### src/rtl/pxs_multi_ball_overlay.sv
// Inline Pxs overlay: draws up to four bouncing square balls with a shared, adjustable speed.
// Optional macro PXS_BALL_COLLIDE_EN adds ball-to-ball collision handling.
module pxs_multi_ball_overlay #(
  parameter int          N_BALLS     = 2,
  parameter int          SIZE_BALL   = 16,
  parameter int          INIT_SPEED  = 1,
  parameter int          MAX_SPEED   = 8,
  parameter int          BORDER      = 0,
  parameter int          VISIBLECOLS = 640,
  parameter int          VISIBLEROWS = 480,
  parameter logic [11:0] BALL_COLORS = 12'b011_110_010_101
) (
  input  logic        px_clk,
  input  logic        rst,
  input  logic [25:0] RGBStr_i,
  input  logic        inc_vel,
  input  logic        dec_vel,
  input  logic        pause,
  output logic [25:0] RGBStr_o,
  output logic        bounce
);

  // Stream layout: RGB [25:23], blank [22], XC [21:11], YC [10:0]; bits [22:0] form the VGA field.
  localparam int RGB_LO = 23;
  localparam int VGA_HI = 22;
  localparam int XC_LO  = 11;
  localparam int W      = 11;

  localparam logic [W-1:0] SZ    = W'(SIZE_BALL);
  localparam logic [W-1:0] X_MIN = W'(BORDER);
  localparam logic [W-1:0] Y_MIN = W'(BORDER);
  localparam logic [W-1:0] X_MAX = W'(VISIBLECOLS - SIZE_BALL - BORDER);
  localparam logic [W-1:0] Y_MAX = W'(VISIBLEROWS - SIZE_BALL - BORDER);
  localparam logic [W-1:0] X_RST = W'((VISIBLECOLS - SIZE_BALL) / 4);
  localparam logic [W-1:0] Y_RST = W'((VISIBLEROWS - SIZE_BALL) / 2);

  logic [W-1:0] xc, yc;
  logic         endframe, frame_go;

  logic [W-1:0] x_q [N_BALLS];
  logic [W-1:0] x_d [N_BALLS];
  logic [W-1:0] y_q [N_BALLS];
  logic [W-1:0] y_d [N_BALLS];
  logic [N_BALLS-1:0] dx_q, dx_d, dy_q, dy_d;
  logic [N_BALLS-1:0] dx_eff, dy_eff, hit;
  logic [W-1:0] speed_q, speed_d;
  logic         inc_pend_q, inc_pend_d, dec_pend_q, dec_pend_d;
  logic         bounce_d, any_coll;
  logic [2:0]   rgb_sel;
  logic [W+1:0] mx [N_BALLS];
  logic [W+1:0] my [N_BALLS];

  assign xc       = RGBStr_i[XC_LO +: W];
  assign yc       = RGBStr_i[0 +: W];
  assign endframe = (xc == W'(VISIBLECOLS - 1)) && (yc == W'(VISIBLEROWS - 1));
  assign frame_go = endframe && !pause;

  // Returns {event, new_dir, new_pos}; the position is clamped to [lo, hi].
  function automatic logic [W+1:0] axis_step(input logic [W-1:0] p, input logic d,
                                             input logic [W-1:0] spd, input logic [W-1:0] lo,
                                             input logic [W-1:0] hi);
    logic [W+1:0] r;
    if (!d) r = (p + spd >= hi) ? {1'b1, 1'b1, hi} : {1'b0, 1'b0, W'(p + spd)};
    else    r = (p < lo + spd)  ? {1'b1, 1'b0, lo} : {1'b0, 1'b1, W'(p - spd)};
    return r;
  endfunction

  function automatic logic [W-1:0] abs_diff(input logic [W-1:0] a, input logic [W-1:0] b);
    return (a > b) ? W'(a - b) : W'(b - a);
  endfunction

`ifdef PXS_BALL_COLLIDE_EN
  logic [N_BALLS-1:0] coll;
  always_comb begin
    coll = '0;
    for (int i = 0; i < N_BALLS; i++) begin
      for (int j = i + 1; j < N_BALLS; j++) begin
        if (abs_diff(x_q[i], x_q[j]) < SZ && abs_diff(y_q[i], y_q[j]) < SZ) begin
          coll[i] = 1'b1;
          coll[j] = 1'b1;
        end
      end
    end
  end
  assign dx_eff   = dx_q ^ coll;
  assign dy_eff   = dy_q ^ coll;
  assign any_coll = |coll;
`else
  assign dx_eff   = dx_q;
  assign dy_eff   = dy_q;
  assign any_coll = 1'b0;
`endif

  generate
    for (genvar gi = 0; gi < N_BALLS; gi++) begin : g_ball
      assign hit[gi] = (xc >= x_q[gi]) && (xc < x_q[gi] + SZ) &&
                       (yc >= y_q[gi]) && (yc < y_q[gi] + SZ);
      assign mx[gi]  = axis_step(x_q[gi], dx_eff[gi], speed_q, X_MIN, X_MAX);
      assign my[gi]  = axis_step(y_q[gi], dy_eff[gi], speed_q, Y_MIN, Y_MAX);
    end
  endgenerate

  // Scan from the highest index down so the lowest-index ball ends up on top.
  always_comb begin
    rgb_sel = RGBStr_i[RGB_LO +: 3];
    for (int i = N_BALLS - 1; i >= 0; i--) begin
      if (hit[i]) rgb_sel = BALL_COLORS[3*i +: 3];
    end
  end

  always_comb begin
    x_d      = x_q;
    y_d      = y_q;
    dx_d     = dx_q;
    dy_d     = dy_q;
    bounce_d = 1'b0;
    if (frame_go) begin
      bounce_d = any_coll;
      for (int i = 0; i < N_BALLS; i++) begin
        x_d[i]   = mx[i][W-1:0];
        dx_d[i]  = mx[i][W];
        y_d[i]   = my[i][W-1:0];
        dy_d[i]  = my[i][W];
        bounce_d = bounce_d | mx[i][W+1] | my[i][W+1];
      end
    end
  end

  // Speed and request flags update at every frame end, paused or not.
  always_comb begin
    speed_d    = speed_q;
    inc_pend_d = inc_pend_q | inc_vel;
    dec_pend_d = dec_pend_q | dec_vel;
    if (endframe) begin
      if (inc_pend_q && !dec_pend_q && speed_q < W'(MAX_SPEED)) speed_d = speed_q + 1'b1;
      if (dec_pend_q && !inc_pend_q && speed_q > W'(1))         speed_d = speed_q - 1'b1;
      inc_pend_d = inc_vel;
      dec_pend_d = dec_vel;
    end
  end

  always_ff @(posedge px_clk) begin
    if (rst) begin
      RGBStr_o   <= '0;
      bounce     <= 1'b0;
      speed_q    <= W'(INIT_SPEED);
      inc_pend_q <= 1'b0;
      dec_pend_q <= 1'b0;
      for (int i = 0; i < N_BALLS; i++) begin
        x_q[i]  <= X_RST + W'(2 * SIZE_BALL * i);
        y_q[i]  <= Y_RST;
        dx_q[i] <= i[0];
        dy_q[i] <= i[1];
      end
    end else begin
      RGBStr_o   <= {rgb_sel, RGBStr_i[VGA_HI:0]};
      bounce     <= bounce_d;
      speed_q    <= speed_d;
      inc_pend_q <= inc_pend_d;
      dec_pend_q <= dec_pend_d;
      x_q        <= x_d;
      y_q        <= y_d;
      dx_q       <= dx_d;
      dy_q       <= dy_d;
    end
  end

endmodule

### config.mk
export PLATFORM = sky130hd
export DESIGN_NAME = pxs_multi_ball_overlay
export DESIGN_NICKNAME = d
export VERILOG_FILES = /design/src/rtl/pxs_multi_ball_overlay.sv
export SDC_FILE = /design/constraint.sdc
export NUM_CORES = 1
export LEC_CHECK = 0
export BUFFER_PORTS_ARGS = -buffer_cell sky130_fd_sc_hd__buf_4
export CAP_MARGIN = 20
export CORE_MARGIN = 1.5
export CORE_UTILIZATION = 40
export CTS_CLUSTER_SIZE = 14
export DETAILED_ROUTE_END_ITERATION = 12
export HOLD_SLACK_MARGIN = 0.02
export PLACE_DENSITY = 0.57
export SYNTH_ARGS = -nofsm -noshare
export SYNTH_HDL_FRONTEND = slang
export SYNTH_SLANG_ARGS = --single-unit
### constraint.sdc
create_clock -name px_clk -period 3.23 [get_ports px_clk]
set_input_delay 0.969 -clock px_clk [delete_from_list [all_inputs] [get_ports px_clk]]
set_output_delay 0.969 -clock px_clk [all_outputs]
set_load 0.005 [all_outputs]
== After elaboration in Yosys (flattened, before gate mapping) ==
Cells that the tools add are included.

* Register bits after elaboration: 88
* Output and inout port bits: 27
* Logic and storage cells: 89
* Input bits: 31

* Reduce and logical (&&, ||, !) cells: 19
* Bitwise operators: 6
* Add/sub/neg operators: 14
* Order comparisons: 18
* Mux-type cells: 18
* Equal/unequal tests: 2

{| class="wikitable"
|+ Operators by type and width
! cell !! count
|-
| 13-bit 2-to-1 mux || 12
|-
| 11-bit < comparator || 8
|-
| 11-bit adder || 4
|-
| 11-bit by 5-bit adder with 11-bit output, second input constant || 4
|-
| 11-bit greater-or-equal comparator || 4
|-
| 11-bit subtractor || 4
|-
| 11-bit by 10-bit greater-or-equal comparator with 1-bit output, second input constant || 2
|-
| 11-bit by 9-bit greater-or-equal comparator with 1-bit output, second input constant || 2
|-
| 11-bit 2-to-1 mux || 2
|-
| 1-bit logical AND || 12
|-
| 11-bit by 1-bit adder with 11-bit output, second input constant || 1
|-
| 11-bit by 10-bit equality test with 1-bit output, second input constant || 1
|-
| 11-bit by 9-bit equality test with 1-bit output, second input constant || 1
|-
| 11-bit by 1-bit > comparator with 1-bit output, second input constant || 1
|-
| 11-bit by 4-bit < comparator with 1-bit output, second input constant || 1
|-
| 11-bit by 1-bit subtractor with 11-bit output, second input constant || 1
|-
| 3-bit 2-to-1 mux || 2
|-
| 1-bit bitwise OR || 5
|-
| 2-bit OR reduction || 2
|-
| 1-bit logical NOT || 3
|-
| 1-bit 2-to-1 mux || 2
|-
| 2-bit AND reduction || 1
|-
| 2-bit nonzero test || 1
|-
| 1-bit inverter || 1
|}

== Longest topological paths before layout ==
Gate-level depths: netlist of run 1.

* Depth after elaboration: 7
* Gate-level depth with buffers: 13
* Mapped depth without buffers: 12

== Worst setup path before layout of run 1 ==
No wires, ideal clock.

* Kind: flip-flop to flip-flop
* Start point: reg speed_q[1]
* End point: reg y_q[5] (netlist name)
* Required time: 3.160 ns
* Stages on the path, launching flop included: 12
* Arrival time: 3.398 ns
* Slack: -0.237 ns
* Clock period less this slack: 3.467 ns
* Cell sequence: dfxtp_1 > inv_1 > fa_1 > o21bai_1 > a21oi_1 > or2_1 > a211oi_2 > nor2_1 > nor4_4 > nand3_4 > o41a_1 > a21oi_1

* Longest elaborated chain between the ends: 4
* Elaborated cells between the ends (all ways): 7
* Classes of those cells: 2 x add/sub; 2 x order compare; 3 x mux

{| class="wikitable"
|+ Ends and longest elaborated chain
! element !! line !! RTL
|-
| start: declaration || 46 || <nowiki>logic [W-1:0] speed_q, speed_d;</nowiki>
|-
| start signal: assignment || 146 || <nowiki>speed_q <= W'(INIT_SPEED);</nowiki>
|-
| start signal: assignment || 158 || <nowiki>speed_q <= speed_d;</nowiki>
|-
| 11-bit adder || 63 || <nowiki>if (!d) r = (p + spd >= hi) ? {1'b1, 1'b1, hi} : {1'b0, 1'b0, W'(p + spd)};</nowiki>
|-
| 11-bit by 9-bit greater-or-equal comparator with 1-bit output || 63 ||
|-
| 13-bit 2-to-1 mux || 63 ||
|-
| 13-bit 2-to-1 mux * || 63 ||
|-
| end signal: assignment || 162 || <nowiki>y_q <= y_d;</nowiki>
|-
| end: declaration || 42 || <nowiki>logic [W-1:0] y_q [N_BALLS];</nowiki>
|}

Mark *: on every way between the ends. The rest lies on a longest branch, timed or not.
A chain may end at the register's enable or synchronous reset.

== Worst setup path after layout of run 1 ==
* Start point: reg speed_q[7]
* End point: reg y_q[14] (netlist name)

The elaborated chain is that of the path after synthesis.

==> results of run 1 <==
[per-stage QoR]
| step | TNS (ns) | setup WS [ns] | std cells | utilization | hold WS [ns] |
|---|---|---|---|---|---|
| detailed placement | -0.0795 | -0.0359 | 1679 | 0.477 | 0.488 |
| CTS | -0.0391 | -0.0268 | 1694 | 0.490 | 0.501 |
| global placement | 0 | 0.0217 | 1679 | 0.477 | 0.483 |
| global route | -0.334 | -0.0588 | 1713 | 0.510 | 0.533 |
| floorplan | 0 | 0.0424 | 1226 | - | 0.449 |
| finish | 0 | 0.0435 | 1713 | 0.510 | 0.498 |
[sequential cells by signal, indices dropped and copies added, names as in the netlist]
name        flops
RGBStr_o       26
x_q            22
y_q            22
speed_q        11
dx_eff          2
dy_eff          2
bounce          1
dec_pend_q      1
inc_pend_q      1
[cell type report]
class,count,area [um^2],area share
multi-input combinational,980,7640,0.633
sequential,88,1770,0.147
timing repair buffer,196,1530,0.126
inverter,115,443,0.0367
tap,319,399,0.0331
clock buffer,11,243,0.0201
clock inverter,4,53.8,0.00446
[cell families after synthesis]
kind of cell               share of synthesized area
AOI/OAI and AO/OA                              0.265
DFF                                            0.181
muxes                                        0.00206
xor gates and xnor gates                      0.0532
adders and majority gates                      0.226
and+or+nand+nor                                0.210
buffers and inverters                         0.0632
[routing by layer]
layer	global-route usage	vias up	share of wire
li1	-	4805	-
met1	0.348	4633	0.46
met2	0.395	358	0.43
met3	0.0502	64	0.067
met4	0.101	2	0.037
met5	0	-	0.00039
[power by group]
part	total, mW	switching (mW)	internal [mW]
clock network	1.12	0.502	0.621
registers	1.11	0.00518	1.10
logic	0.226	0.114	0.112
total	2.46	0.621	1.84
[timing repair]
action	in CTS	in global routing
pin swaps	0	27
cloned	0	2
gates resized for setup	1	74
setup endpoints to repair	4	37
buffers inserted	0	17
[synthesized netlist by cell type, types with 15 or more instances]
cell      count  area (um^2)
ha_1        163         2040
nor2b_1      53          332
o21ai_0      64          320
a21oi_1      95          475
nand3_1      29          145
clkbuf_1     30          113
nor2_1       94          353
a211oi_1     18          135
dfxtp_1      88         1760
or3_1        15         93.8
inv_1       112          420
nand2b_1     20          125
xnor2_1      50          438
nand2_1      53          199
o21a_1       16          120
a21o_1       17          128
nor3_1       33          165
[worst max-delay path, delay by kind of cell, from the launching register on]
family / cells / cell delay (ns)
simple gates: 3 / 0.40
fa+ha+maj: 1 / 0.49
flops: 1 / 0.44
buf+inv: 3 / 0.52
compound gates: 5 / 1.27
[how the worst max path moves through the flow]
stage	depth (start not counted)	from	endpoint	slack, ns
after floorplan	11	speed_q[1]	y_q[5]	0.04
after global placement	13	speed_q[0]	x_q[21]	0.02
after detailed placement	9	RGBStr_i[0]	x_q[20]	-0.04
after CTS	11	speed_q[1]	x_q[20]	-0.03
after global routing	12	speed_q[4]	y_q[14]	-0.06
final	12	speed_q[7]	y_q[14]	0.04
==> flow_summary.yaml, run 1 <==
run_status:
  status: "finished clean"
critical_path:
  cpMostUsedCell: "inv_1"
  endpoint_kind: "flip-flop"
  critPathKind: "flip-flop to flip-flop"
  cp_max_fo: 7
  r2r_end: "y_q[14]"
  crit_slowest_cell: "ha_1"
  worstReg2RegStart: "speed_q[7]"
  crit_arrival_ns: 3.49
  r2r_cells: 12
  startpoint_type: "flip-flop"
  rrSetupSlack_ns: 0.04
  worstPathCellList: "inv_1 > ha_1 > inv_1 > a21oi_1 > nor2_1 > a211o_1 > and3_4 > a211oi_4 > buf_6 > nand3b_4 > o311ai_2 > a221o_1"
  cp_slowest_stage_delay_ns: 0.49
  crit_required_ns: 3.54
drt:
  drtIter0Drc: 817
  dr.pass1.iters: 5
  dr_total_vias: 9862
  drt-total-wl_um: 33200
  drcViolationCount: 0
  ant_nets: 0
  wl_per_cell_um: 19.4
  via_per_inst: 5.76
sta:
  tightest_slew_ns: 0.811
  period_share: 0.987
  setup_viol: 0
  rsz0062_at_grt: "yes"
  slew_viol_final: 0
  hold_viol_final: 0
  max_freq_mhz: 314
  fin_crit_ns: 3.19
  relSlewSlack: 0.460
  fin_skew_ns: 0.0106
clock_network:
  clock_latency_ns: 0.36
  cts_hold_buffers: 0
  cts_sinks: 88
  htree_levels: 3
  tritoncts: "done"
  numCtsBuffers: 9
  clockBufferDepth: 2
  cts_root_buffer: "clkbuf_16"
  clk_pin_slew_ns: 0.07
floorplan:
  die_width_um: 159
  fp-row-count: 56
  dieHeight_um: 159
  initial_core_util: 0.411
  pin_count: 58
  core_um2: 23700
  die-area_um2: 25200
power:
  leakagePower_nw: 5.24
  powerDensity_nw_per_um2: 204
  vdd_ir_drop_max_mv: 0.186
  p_total_mw: 2.46
worst_hold_path:
  hold_class: "flip-flop to flip-flop"
  holdPathStages: 2
  worstHoldEndpoint: "inc_pend_q"
  hp-start: "inc_pend_q"
cells_and_area:
  postLayoutCellArea_um2: 12100
  n_antenna_cell: 0
  area_growth_pct: 24.2
  num-fill-cells: 2320
  layout_commonest_cell: "buf_4"
  drive_above_1_share: 0.220
  most-common-layout-cells: "187 x buf_4, 156 x ha_1, 109 x inv_1"
  fin_nets: 1592
synth:
  synth-seq-cells: 88
  syn_area_um2: 9720
  seq_area_frac_synth: 0.181
  avgSynthCellArea_um2: 7.93
  ys_types: 99
  postSynthCellCount: 1226
  ys_warn_count: 0
  synthFlopType: "dfxtp_1"
  async_reset_ff_frac: 0
  synth_edf_count: 0
  syn-num-nets: 1428
placement:
  gp_congestion: 0.942
  hpwl_um: 26000
  io_buffers: 57
  placed_area_um2: 11300
global_route:
  overflow: 0
  antenna_found_initial: 1
  grt_pass1_vias: 9166
  grt_max_degree: 46
  grt_pass1_wl_um: 50400
  grt_usage: 0.255
flow_run:
  drv_cap: 0
Note: power is estimated with default switching activity, not from simulation.
==> run 2, diff against run 1 <==
--- a/config.mk
+++ b/config.mk
@@ -8,11 +8,12 @@
 export BUFFER_PORTS_ARGS = -buffer_cell sky130_fd_sc_hd__buf_4
 export CAP_MARGIN = 20
 export CORE_MARGIN = 1.5
-export CORE_UTILIZATION = 40
+export CORE_UTILIZATION = 57
 export CTS_CLUSTER_SIZE = 14
 export DETAILED_ROUTE_END_ITERATION = 12
 export HOLD_SLACK_MARGIN = 0.02
-export PLACE_DENSITY = 0.57
+export PLACE_DENSITY = 0.77
+export SETUP_SLACK_MARGIN = 0.2
 export SYNTH_ARGS = -nofsm -noshare
 export SYNTH_HDL_FRONTEND = slang
 export SYNTH_SLANG_ARGS = --single-unit
==> run 2 against run 1 <==
Against the previous run:
- clock power grew 17%
- clock skew increased by 0.0037 ns
- flip-flop and latch count unchanged
- setup slack gained 0.071 ns
- critical endpoint is now y_q[3]
==> flow_summary.yaml, run 2 (same netlist as run 1, synthesis figures left out) <==
global_route:
  grt_pass1_wl_um: 49300
  antenna_found_initial: 0
  grt_max_degree: 37
  grt_usage: 0.351
  overflow: 0
  grt_pass1_vias: 9627
placement:
  io_buffers: 57
  hpwl_um: 24100
  placed_area_um2: 11000
  gp_congestion: 0.995
cells_and_area:
  most-common-layout-cells: "164 x buf_4, 140 x ha_1, 106 x inv_1"
  max_flop_register: "RGBStr_o"
  n_antenna_cell: 0
  largest_reg_flops: 26
  layout_commonest_cell: "buf_4"
  postLayoutCellArea_um2: 12200
  num-fill-cells: 1190
  fin_nets: 1572
  multiInputGateArea_um2: 7960
  reg_top3: "RGBStr_o: 26 flops, x_q: 22 flops, y_q: 22 flops"
  ff_latch_area_um2: 1780
  area_growth_pct: 25.6
  drive_above_1_share: 0.245
critical_path:
  crit_family: "compound AO/OA/AOI/OAI gates"
  crit_required_ns: 3.47
  startpoint_type: "flip-flop"
  cp_num_buf_inv: 3
  cp_slowest_stage_delay_ns: 0.63
  crit_arrival_ns: 3.35
  crit_slowest_cell: "or4_4"
  worstPathCellList: "clkinvlp_4 > buf_12 > ha_4 > inv_1 > a21o_1 > nor4_1 > a211oi_2 > or4_4 > a41oi_1 > o221a_2 > a21oi_1"
  endpoint_kind: "flip-flop"
  cp_max_fo: 7
  critPathKind: "flip-flop to flip-flop"
drt:
  dr.pass1.iters: 6
  drt-total-wl_um: 33500
  drtIter0Drc: 1288
  wl_per_cell_um: 21.0
  via_per_inst: 6.52
  ant_nets: 0
  dr_total_vias: 10403
  drcViolationCount: 0
sta:
  max_freq_mhz: 321
  fin_skew_ns: 0.0144
  fin_crit_ns: 3.12
  period_share: 0.965
  rsz0062_at_grt: "yes"
  holdWs_ns: 0.499
  hold_viol_final: 0
  tightest_slew_ns: 0.604
  slew_viol_final: 0
  relSlewSlack: 0.597
  setup_viol: 0
floorplan:
  fp-row-count: 47
  core_um2: 16600
  dieHeight_um: 134
  die_width_um: 134
  die-area_um2: 17800
  pin_count: 58
  initial_core_util: 0.584
clock_network:
  tritoncts: "done"
  numCtsBuffers: 9
  clock_latency_ns: 0.36
  cts_sinks: 88
  htree_levels: 3
  clockBufferDepth: 2
  clk_pin_slew_ns: 0.07
  cts_root_buffer: "clkbuf_16"
power:
  powerDensity_nw_per_um2: 217
  leakagePower_nw: 5.24
  vdd_ir_drop_max_mv: 0.267
flow_run:
  drv_cap: 0
worst_hold_path:
  hold_class: "flip-flop to flip-flop"
run_status:
  status: "finished clean"
[run 2: worst paths after layout]
kind              startpoint    endpoint  slack [ns]  depth (start not counted)
setup / recovery  speed_q[6]      y_q[3]        0.11                         11
hold / removal    inc_pend_q  inc_pend_q        0.50                          2
setup reg to reg  speed_q[6]      y_q[3]        0.11                         11
hold reg to reg   inc_pend_q  inc_pend_q        0.50                          2
[run 2: worst min-delay path, cell delays in order (launching register included)]
cell and delay, ns:
dfxtp_1 0.34, a21oi_1 0.06, nor2_1 0.06
[run 2: per-stage QoR]
stage	TNS, ns	utilization	power (mW)	instances	setup slack, ns
2_1_floorplan	0	-	1.24	1226	0.182
3_3_place_gp	0	0.659	1.35	1552	0.00844
3_5_place_dp	-0.239	0.659	1.36	1552	-0.0688
4_1_cts	0	0.691	2.63	1571	0.169
5_1_grt	0	0.734	2.71	1595	0.0392
6_report	0	0.734	2.65	1595	0.114
[run 2: metal layers]
layer | GRT usage | wire length [um] | vias to the layer above
met4 | 0.185 | 2000 | 0
met3 | 0.0750 | 3320 | 171
met1 | 0.445 | 13200 | 4861
met2 | 0.561 | 15000 | 609
met5 | 0 | 0 | -
li1 | - | - | 4762
[run 2: where the power goes]
group          internal [mW]  switching [mW]
clock network          0.825           0.484
logic                  0.111           0.120
registers               1.10         0.00562
[run 2: layout make-up]
type,instances,area share
clock buffer,12,0.0219
clock inverter,4,0.00799
inverter,115,0.0364
multi-input combinational,980,0.652
sequential,88,0.145
tap,220,0.0225
timing repair buffer,176,0.114
[run 2: what timing repair did]
action / 4_1_cts / 5_1_grt
cloned: 1 / 2
endpoints found under the setup margin: 25 / 56
pin swaps: 4 / 53
setup buffers: 2 / 22
hold buffers: 0 / 0
resized for setup: 36 / 109
